## config.mk

```make
export PLATFORM = sky130hd
export DESIGN_NAME = mips_store_buffer
export DESIGN_NICKNAME = d
export VERILOG_FILES = /design/src/rtl/mips_store_buffer.sv
export SDC_FILE = /design/constraint.sdc
export NUM_CORES = 1
export LEC_CHECK = 0
export CAP_MARGIN = 20
export CORE_MARGIN = 5
export CORE_UTILIZATION = 58
export CTS_CLUSTER_DIAMETER = 200
export CTS_CLUSTER_SIZE = 10
export DETAILED_ROUTE_END_ITERATION = 12
export GPL_TIMING_DRIVEN = 0
export MAX_ROUTING_LAYER = met4
export PLACE_DENSITY = 0.82
export SYNTH_ARGS = -nofsm -noshare
export SYNTH_HDL_FRONTEND = slang
export SYNTH_SLANG_ARGS = --single-unit
```

## constraint.sdc

```tcl
create_clock -name clk -period 5.7 [get_ports clk]
set_clock_uncertainty 0.2 [all_clocks]
set_input_delay 1.14 -clock clk [delete_from_list [all_inputs] [get_ports clk]]
set_output_delay 1.14 -clock clk [all_outputs]
set_load 0.02 [all_outputs]
```

## src/rtl/mips_store_buffer.sv

```systemverilog
// Posted-write store buffer between the datapath's load/store path and the
// word-addressed data memory. Stores are queued and drained on cycles
// without a load. Loads are served from the youngest matching queued store,
// or from memory when no queued store matches.
module mips_store_buffer #(
    parameter int DEPTH = 4,
    parameter int CW    = 3
) (
    input  logic          clk,
    input  logic          rst_n,
    input  logic [31:0]   cpu_addr,
    input  logic [31:0]   cpu_wdata,
    input  logic          cpu_mem_read,
    input  logic          cpu_mem_write,
    input  logic [2:0]    cpu_memctr,
    output logic [31:0]   cpu_rdata,
    output logic          cpu_stall,
    output logic [31:0]   mem_address,
    output logic [31:0]   mem_write_data,
    output logic          mem_read,
    output logic          mem_write,
    output logic [2:0]    mem_ctr,
    input  logic [31:0]   mem_read_data,
    output logic [CW-1:0] sb_count,
    output logic          sb_empty
);

    localparam int AW = $clog2(DEPTH);

    localparam logic [2:0] CTR_LW  = 3'b000;
    localparam logic [2:0] CTR_LBU = 3'b001;
    localparam logic [2:0] CTR_LHU = 3'b010;
    localparam logic [2:0] CTR_SW  = 3'b100;
    localparam logic [2:0] CTR_SB  = 3'b101;
    localparam logic [2:0] CTR_SH  = 3'b111;

    logic [31:0]   ent_addr [DEPTH];
    logic [31:0]   ent_data [DEPTH];
    logic [2:0]    ent_ctr  [DEPTH];
    logic [AW-1:0] head;
    logic [AW-1:0] tail;
    logic [CW-1:0] count;

    logic          store_ctr_ok;
    logic          load_ctr_ok;
    logic          is_store;
    logic          full;
    logic          enq;
    logic          drain;
    logic          load_owns_port;
    logic          fwd_hit;
    logic [31:0]   fwd_word;
    logic [AW-1:0] scan_idx;

    // Value a queued store will leave in its memory word (zero-extended,
    // matching the memory's byte/halfword write behaviour for forwarding).
    function automatic logic [31:0] store_word(input logic [31:0] data,
                                               input logic [2:0]  ctr);
        logic [31:0] w;
        w = data;
        if (ctr == CTR_SB) w = {24'b0, data[7:0]};
        else if (ctr == CTR_SH) w = {16'b0, data[15:0]};
        return w;
    endfunction

    assign store_ctr_ok = (cpu_memctr == CTR_SW) || (cpu_memctr == CTR_SB) ||
                          (cpu_memctr == CTR_SH);
    assign load_ctr_ok  = (cpu_memctr == CTR_LW) || (cpu_memctr == CTR_LBU) ||
                          (cpu_memctr == CTR_LHU);

    // A simultaneous read+write request is treated as a load only.
    assign is_store  = cpu_mem_write & ~cpu_mem_read & store_ctr_ok;
    assign full      = (count == CW'(DEPTH));
    assign enq       = is_store & ~full;
    assign cpu_stall = is_store & full;

    // Scan valid entries oldest to youngest so the youngest match wins.
    always_comb begin
        fwd_hit  = 1'b0;
        fwd_word = '0;
        scan_idx = '0;
        for (int k = 0; k < DEPTH; k++) begin
            scan_idx = head + AW'(k);
            if ((CW'(k) < count) && (ent_addr[scan_idx] == cpu_addr)) begin
                fwd_hit  = 1'b1;
                fwd_word = store_word(ent_data[scan_idx], ent_ctr[scan_idx]);
            end
        end
    end

    // A missing load takes the memory port; otherwise the head drains.
    assign load_owns_port = cpu_mem_read & ~fwd_hit;
    assign drain          = ~load_owns_port & (count != '0);

    // Memory port mux.
    always_comb begin
        mem_read       = 1'b0;
        mem_write      = 1'b0;
        mem_address    = '0;
        mem_write_data = '0;
        mem_ctr        = '0;
        if (load_owns_port) begin
            mem_read    = 1'b1;
            mem_address = cpu_addr;
            mem_ctr     = cpu_memctr;
        end else if (drain) begin
            mem_write      = 1'b1;
            mem_address    = ent_addr[head];
            mem_write_data = ent_data[head];
            mem_ctr        = ent_ctr[head];
        end
    end

    // Load result: forwarded word is re-extracted by load type; memory data
    // arrives already extracted.
    always_comb begin
        cpu_rdata = '0;
        if (cpu_mem_read && load_ctr_ok) begin
            if (fwd_hit) begin
                unique case (cpu_memctr)
                    CTR_LBU: cpu_rdata = {24'b0, fwd_word[7:0]};
                    CTR_LHU: cpu_rdata = {16'b0, fwd_word[15:0]};
                    default: cpu_rdata = fwd_word;
                endcase
            end else begin
                cpu_rdata = mem_read_data;
            end
        end
    end

    // Entry storage; validity comes from head/count, so no reset is needed.
    always_ff @(posedge clk) begin
        if (enq) begin
            ent_addr[tail] <= cpu_addr;
            ent_data[tail] <= cpu_wdata;
            ent_ctr[tail]  <= cpu_memctr;
        end
    end

    // Queue pointers and occupancy.
    always_ff @(posedge clk or negedge rst_n) begin
        if (!rst_n) begin
            head  <= '0;
            tail  <= '0;
            count <= '0;
        end else begin
            if (enq)   tail <= tail + AW'(1);
            if (drain) head <= head + AW'(1);
            unique case ({enq, drain})
                2'b10:   count <= count + CW'(1);
                2'b01:   count <= count - CW'(1);
                default: count <= count;
            endcase
        end
    end

    assign sb_count = count;
    assign sb_empty = (count == '0);

endmodule
```

* Yosys cells after proc, flatten, opt, wreduce, memory -nomap -nowiden *
Memories as Yosys holds them, arrays and structs flattened.
Index checks and enable logic that the tools add are counted.

storage, ports and cells
  output and inout bits = 106
  bits in read-only memories = 0
  bits of input ports = 103
  bits in registers = 7
  word-level logic and storage cells = 90
  RAM bits = 268
  latch bits = 0
  memories kept = 3

memory list
  memory    words  width  rd ports  clocked after memory_dff  wr ports  line  RTL
  ent_addr  4      32     4         0                         1         37    logic [31:0] ent_addr [DEPTH];
  ent_data  4      32     4         0                         1         38    logic [31:0] ent_data [DEPTH];
  ent_ctr   4      3      4         0                         1         39    logic [2:0] ent_ctr [DEPTH];

operators by class
  equal/unequal tests = 20
  $add $sub $neg = 6
  multiplexer cells = 31
  $lt $le $gt $ge = 4
  multipliers = 0
  bitwise operators = 10
  reduce and logical (&&, ||, !) cells = 13
  divide/modulo/power cells = 0
  shifts and indexed selects = 0

operators with widths
  cell                                                                 number
  32-bit two-way mux                                                   18
  32-bit == test                                                       4
  32-bit one-hot mux with 2 select lines                               1
  3-bit == test, second input constant                                 12
  1-bit two-way mux                                                    9
  1-bit AND                                                            6
  3-bit logical NOT                                                    2
  1-bit by 3-bit < comparator with 1-bit output, first input constant  2
  2-bit by 3-bit < comparator with 1-bit output, first input constant  2
  3-bit two-way mux                                                    2
  3-bit one-hot mux with 2 select lines                                1
  1-bit logical AND                                                    5
  2-bit by 1-bit adder with 2-bit output, second input constant        2
  2-bit adder, second input constant                                   2
  1-bit logical OR                                                     4
  1-bit NOT                                                            4
  3-bit by 1-bit adder with 3-bit output, second input constant        1
  3-bit by 1-bit == test with 1-bit output, second input constant      1
  3-bit by 2-bit == test with 1-bit output, second input constant      1
  3-bit nonzero test                                                   1
  3-bit by 1-bit subtractor with 3-bit output, second input constant   1
  2-bit by 1-bit == test with 1-bit output, second input constant      1
  2-bit == test, second input constant                                 1
  2-bit nonzero test                                                   1

* Logic depth before layout (Yosys ltp) *
An unclocked memory read counts as a cell.

  depth in word-level cells = 13
  gate-level depth with buffers = 22
  mapped depth without buffers = 14

* Least setup slack after synthesis *
No wires, ideal clock.

  path type = input to output
  start point = in cpu_addr[0]
  end point = out mem_write_data[3]
  buffers on the path = 3
  slack = 0.490 ns
  stages on the path = 11
  data arrival time = 3.870 ns
  cell sequence = buf_1 > o22ai_1 > a2111oi_0 > nor2_1 > nand4bb_1 > o31ai_2 > nor4_4 > or2_1 > buf_2 > buf_2 > nor3_1

between the ends
  cells in the longest elaborated chain, start to end = 12
  elaborated cells between the ends (all ways) = 18

ends and longest elaborated chain
  what                             line  RTL
  start: declaration               11    input logic [31:0] cpu_addr,
  32-bit == test                   84    if ((CW'(k) < count) && (ent_addr[scan_idx] == cpu_addr)) begin
  1-bit logical AND                84
  1-bit two-way mux (3 in series)  84
  1-bit two-way mux *              84
  1-bit NOT *                      92    assign load_owns_port = cpu_mem_read & ~fwd_hit;
  1-bit AND *                      92
  1-bit NOT                        93    assign drain = ~load_owns_port & (count != '0);
  1-bit AND                        93
  32-bit two-way mux               106   end else if (drain) begin
  32-bit two-way mux *             102   if (load_owns_port) begin
  end: declaration                 19    output logic [31:0] mem_write_data,

Every way passes the cells marked *; elsewhere a longest branch is shown, timed or not.

* Worst setup path in the final report *
  start point = reg head[1]
  end point = out cpu_rdata[18]

between the ends
  cells in the longest elaborated chain, start to end = 11
  elaborated cells between the ends (all ways) = 41

ends and longest elaborated chain
  what                                                                        line    RTL
  start: declaration                                                          40      logic [AW-1:0] head;
  start signal: assignment                                                    148     if (drain) head <= head + AW'(1);
  2-bit by 1-bit adder with 2-bit output or memory 4 x 3 bit (tied branches)  -
  memory 4 x 3 bit or 3-bit == test (tied branches)                           -
  3-bit == test or 32-bit two-way mux (tied branches)                         62      else if (ctr == CTR_SH) w = {16'b0, data[15:0]};
  32-bit two-way mux, on equally long branches                                62, 61
  32-bit two-way mux, on equally long branches                                61, 84
  32-bit two-way mux (3 in series)                                            84
  32-bit one-hot mux with 2 select lines                                      120     unique case (cpu_memctr)
  32-bit two-way mux *                                                        119     if (fwd_hit) begin
  32-bit two-way mux *                                                        118     if (cpu_mem_read && load_ctr_ok) begin
  end: declaration                                                            16      output logic [31:0] cpu_rdata,

Marks and branches as above.

==> results.sh <==
export IMPL_status="finished with violations"
export IMPL_violations="setup timing"
export IMPL_synthArstFlopShare_pct=2.55
export IMPL_nNetsFinal=2169
export IMPL_post_drt_wl_per_cell_um=33.9
export IMPL_cts_tree="yes"
export IMPL_grt_start_max_net_pins=52
export IMPL_ir_worst_vdd_uv=339
export IMPL_p_sw_share_pct=45.1
export IMPL_initialDrtViolationCount=3091
export IMPL_rsz0062_at_grt="true"
export IMPL_dpl_hpwl_um=53600
export IMPL_p_leak_nw=9.87
export IMPL_yosys_warnings=0
export IMPL_clock_path_buffers=3
export IMPL_p_comb_share_pct=67.1
export IMPL_final_cell_mix="edfxtp_1 (268), mux2i_1 (126), buf_4 (126)"
export IMPL_critPathKind="flip-flop to primary output"
export IMPL_die_w_um=192
export IMPL_hold_worst_slack_ns=0.508
export IMPL_ys_ff_latch=275
export IMPL_numPortBuffers=208
export IMPL_synth_nets=1788
export IMPL_dpl_worst_slack_ns=-1.90
export IMPL_overflow=0
export IMPL_cts_root_buf="clkbuf_16"
export IMPL_grt_pass1_vias=18000
export IMPL_required_ns=4.36
export IMPL_ctsHoldBuffers=0
export IMPL_via_count=18700
export IMPL_route_detailed_drc=0
export IMPL_die_area_um2=36800
export IMPL_clockPowerShare_pct=14.1
export IMPL_slew_violations=0
export IMPL_clkTransAtPathRegs_ns=0.06
export IMPL_areaGrowthSynthToFinish_pct=39.8
export IMPL_p_per_area_nw_per_um2=480
export IMPL_seq_area_frac_synth_pct=42.9
export IMPL_grt_pass1_wl_um=118000
export IMPL_io_pins=209
export IMPL_period_needed_ns=6.20
export IMPL_setup_violations=101
export IMPL_seqPwrFrac_pct=18.9
export IMPL_internal_power_w=0.00706
export IMPL_totalWireLength_um=85300
export IMPL_cp_start_kind="flip-flop"
export IMPL_layout_drive_gt1_share_pct=39.8
export IMPL_hold_viol_final=0
export IMPL_critPathArrivalTime_ns=4.86
export IMPL_drtAntennaViolNets=0
export IMPL_die_y_um=192
export IMPL_fill_cells=1765
export IMPL_rows=66
export IMPL_crit_path_end_kind="primary output"
export IMPL_fp_coreArea_um2=32500
export IMPL_syn_area_um2=19100
export IMPL_antenna_found_initial=3
export IMPL_final_common_cell="edfxtp_1"
export IMPL_vias_per_cell=7.46
export IMPL_htree_levels=1
export IMPL_cts_sinks=275
export IMPL_finalWeightedCongestion=1.06
export IMPL_clk_latency_ns=0.59
export IMPL_start_util_pct=58.9
export IMPL_tightest_slew_ns=1.08
export IMPL_switching_power_w=0.00581
export IMPL_avgSynthCellArea_um2=11.4
export IMPL_path_max_fanout=7
export IMPL_yosysUniqueCellTypes=78
export IMPL_netlist_instances=1676
export IMPL_drtPass1Iterations=6
export IMPL_hp_class="flip-flop to flip-flop"
export IMPL_power_w=0.0129
export IMPL_final_setup_worst_slack_ns=-0.497
export IMPL_grt_usage_pct=44.5
export IMPL_drv_cap=0
export IMPL_synthFlopType="edfxtp_1"
export IMPL_synth_edff_count=268
export IMPL_numCtsBuffers=31
export IMPL_max_slew_margin_pct=27.9
export IMPL_fin_crit_sh_pct=109
export IMPL_max_freq_ghz=0.161
==> final timing paths <==
check	start	end	slack, ns	cells after the start
worst max-delay path	head[1]$_DFFE_PN0P_	cpu_rdata[18]	-0.50	18
worst min-delay path	sb_count[0]$_DFFE_PN0P_	sb_count[0]$_DFFE_PN0P_	0.51	1
worst max register to register	head[1]$_DFFE_PN0P_	sb_count[2]$_DFFE_PN0P_	0.80	23
worst min register to register	sb_count[0]$_DFFE_PN0P_	sb_count[0]$_DFFE_PN0P_	0.51	1
max in group asynchronous	rst_n	head[1]$_DFFE_PN0P_	4.19	1
min in group asynchronous	rst_n	sb_count[1]$_DFFE_PN0P_	0.70	1
==> critical path: stages (launching register included) <==
cell      delay, ns
dfrtp_2        0.45
buf_12         0.15
buf_12         0.13
buf_12         0.13
buf_12         0.14
buf_12         0.15
buf_12         0.15
mux4_2         0.37
xnor2_4        0.25
nand4_1        0.15
buf_6          0.16
nor4_4         0.25
nand4_1        0.30
a2111o_2       0.63
buf_6          0.19
buf_6          0.11
o221ai_4       0.17
a22o_1         0.22
buf_6          0.14
==> state kept, by name, indices dropped and copies added, names as in the netlist <==
| register | flops |
|---|---|
| ent_addr | 128 |
| tail | 2 |
| ent_ctr | 12 |
| head | 2 |
| sb_count | 3 |
| ent_data | 128 |
==> power groups by stage <==
| stage | clock network, W | logic, W | registers (W) |
|---|---|---|---|
| 2_1_floorplan | 0 | 0.00416 | 0.00244 |
| 3_3_place_gp | 0 | 0.00625 | 0.00245 |
| 3_5_place_dp | 0 | 0.00633 | 0.00245 |
| 4_1_cts | 0.00179 | 0.00760 | 0.00241 |
| 5_1_grt | 0.00189 | 0.00877 | 0.00243 |
| 6_report | 0.00181 | 0.00863 | 0.00243 |
==> metal layers <==
layer,up-vias,global-route usage [%],part of all wire [%]
met1,8964,57.0,34
met4,0,21.1,7.6
met5,-,-,0
met2,2022,66.6,44
li1,7208,-,-
met3,548,11.8,15
==> cells in the mapped netlist, drive strengths merged, types with 7 or more instances <==
master  instances  area [um2]
or2            14        87.6
buf            84         537
and2           18         113
a21oi          64         320
nor2          115         432
ha              9         113
edfxtp        268        8050
mux4           86        1940
mux2           98        1100
inv            24        90.1
nor2b          13        81.3
o211ai         12        90.1
nor4           19         153
mux2i         141        1410
nand3          32         160
nand4          12        75.1
xnor2         101         892
or3            14        87.6
clkbuf         67         251
o31ai          12        95.1
xor2           14         123
a311oi          8        70.1
o221ai         20         181
nor3           20         100
a222oi          8        80.1
o22ai          13        81.3
o22a            8        70.1
a22oi           7        52.6
a311o           8        80.1
a31oi          27         169
dfrtp           7         175
o21ai          82         410
nand2         126         473
a22o           14         123
nand2b         52         325
==> area by class of cell <==
class,instances,area (um2),area share (%)
Antenna cell,3,7.51,0.0280
Buffer,142,1400,5.22
Clock buffer,42,817,3.05
Clock inverter,2,27.5,0.103
Inverter,24,97.6,0.365
Multi-Input combinational cell,1226,11800,44.1
Sequential cell,275,8220,30.7
Tap cell,442,553,2.07
Timing Repair Buffer,357,3840,14.3
==> logic make-up (layout without fill, tap and decap cells) <==
| group | Yosys count | count (layout) | share of synthesized area (%) |
|---|---|---|---|
| and+or+nand+nor | 451 | 451 | 11.7 |
| AOI/OAI and AO/OA | 326 | 326 | 11.6 |
| muxes | 325 | 325 | 23.2 |
| DFF | 275 | 275 | 42.9 |
| buffers and inverters | 175 | 567 | 4.59 |
| xor gates and xnor gates | 115 | 115 | 5.30 |
| adders and majority gates | 9 | 9 | 0.588 |
| other | 0 | 3 | 0 |
==> through the flow <==
stage	setup TNS [ns]	utilization, %	cells	instance area, um2
after floorplan	0	-	1676	19100
after global placement	-363.24	67.0	2326	21800
after detailed placement	-168.26	67.3	2331	21900
after CTS	-11.05	78.2	2466	25500
after global routing	-27.63	82.3	2513	26800
final	-24.33	82.3	2513	26800
==> repair_timing <==
item | 4_1_cts | 5_1_grt
setup endpoints to repair | 104 | 101
resized for setup | 1036 | 235
buffers inserted | 83 | 53
pin swaps | 86 | 67
gates cloned | 12 | 6
No activity file was read; power rests on OpenSTA's default activity.
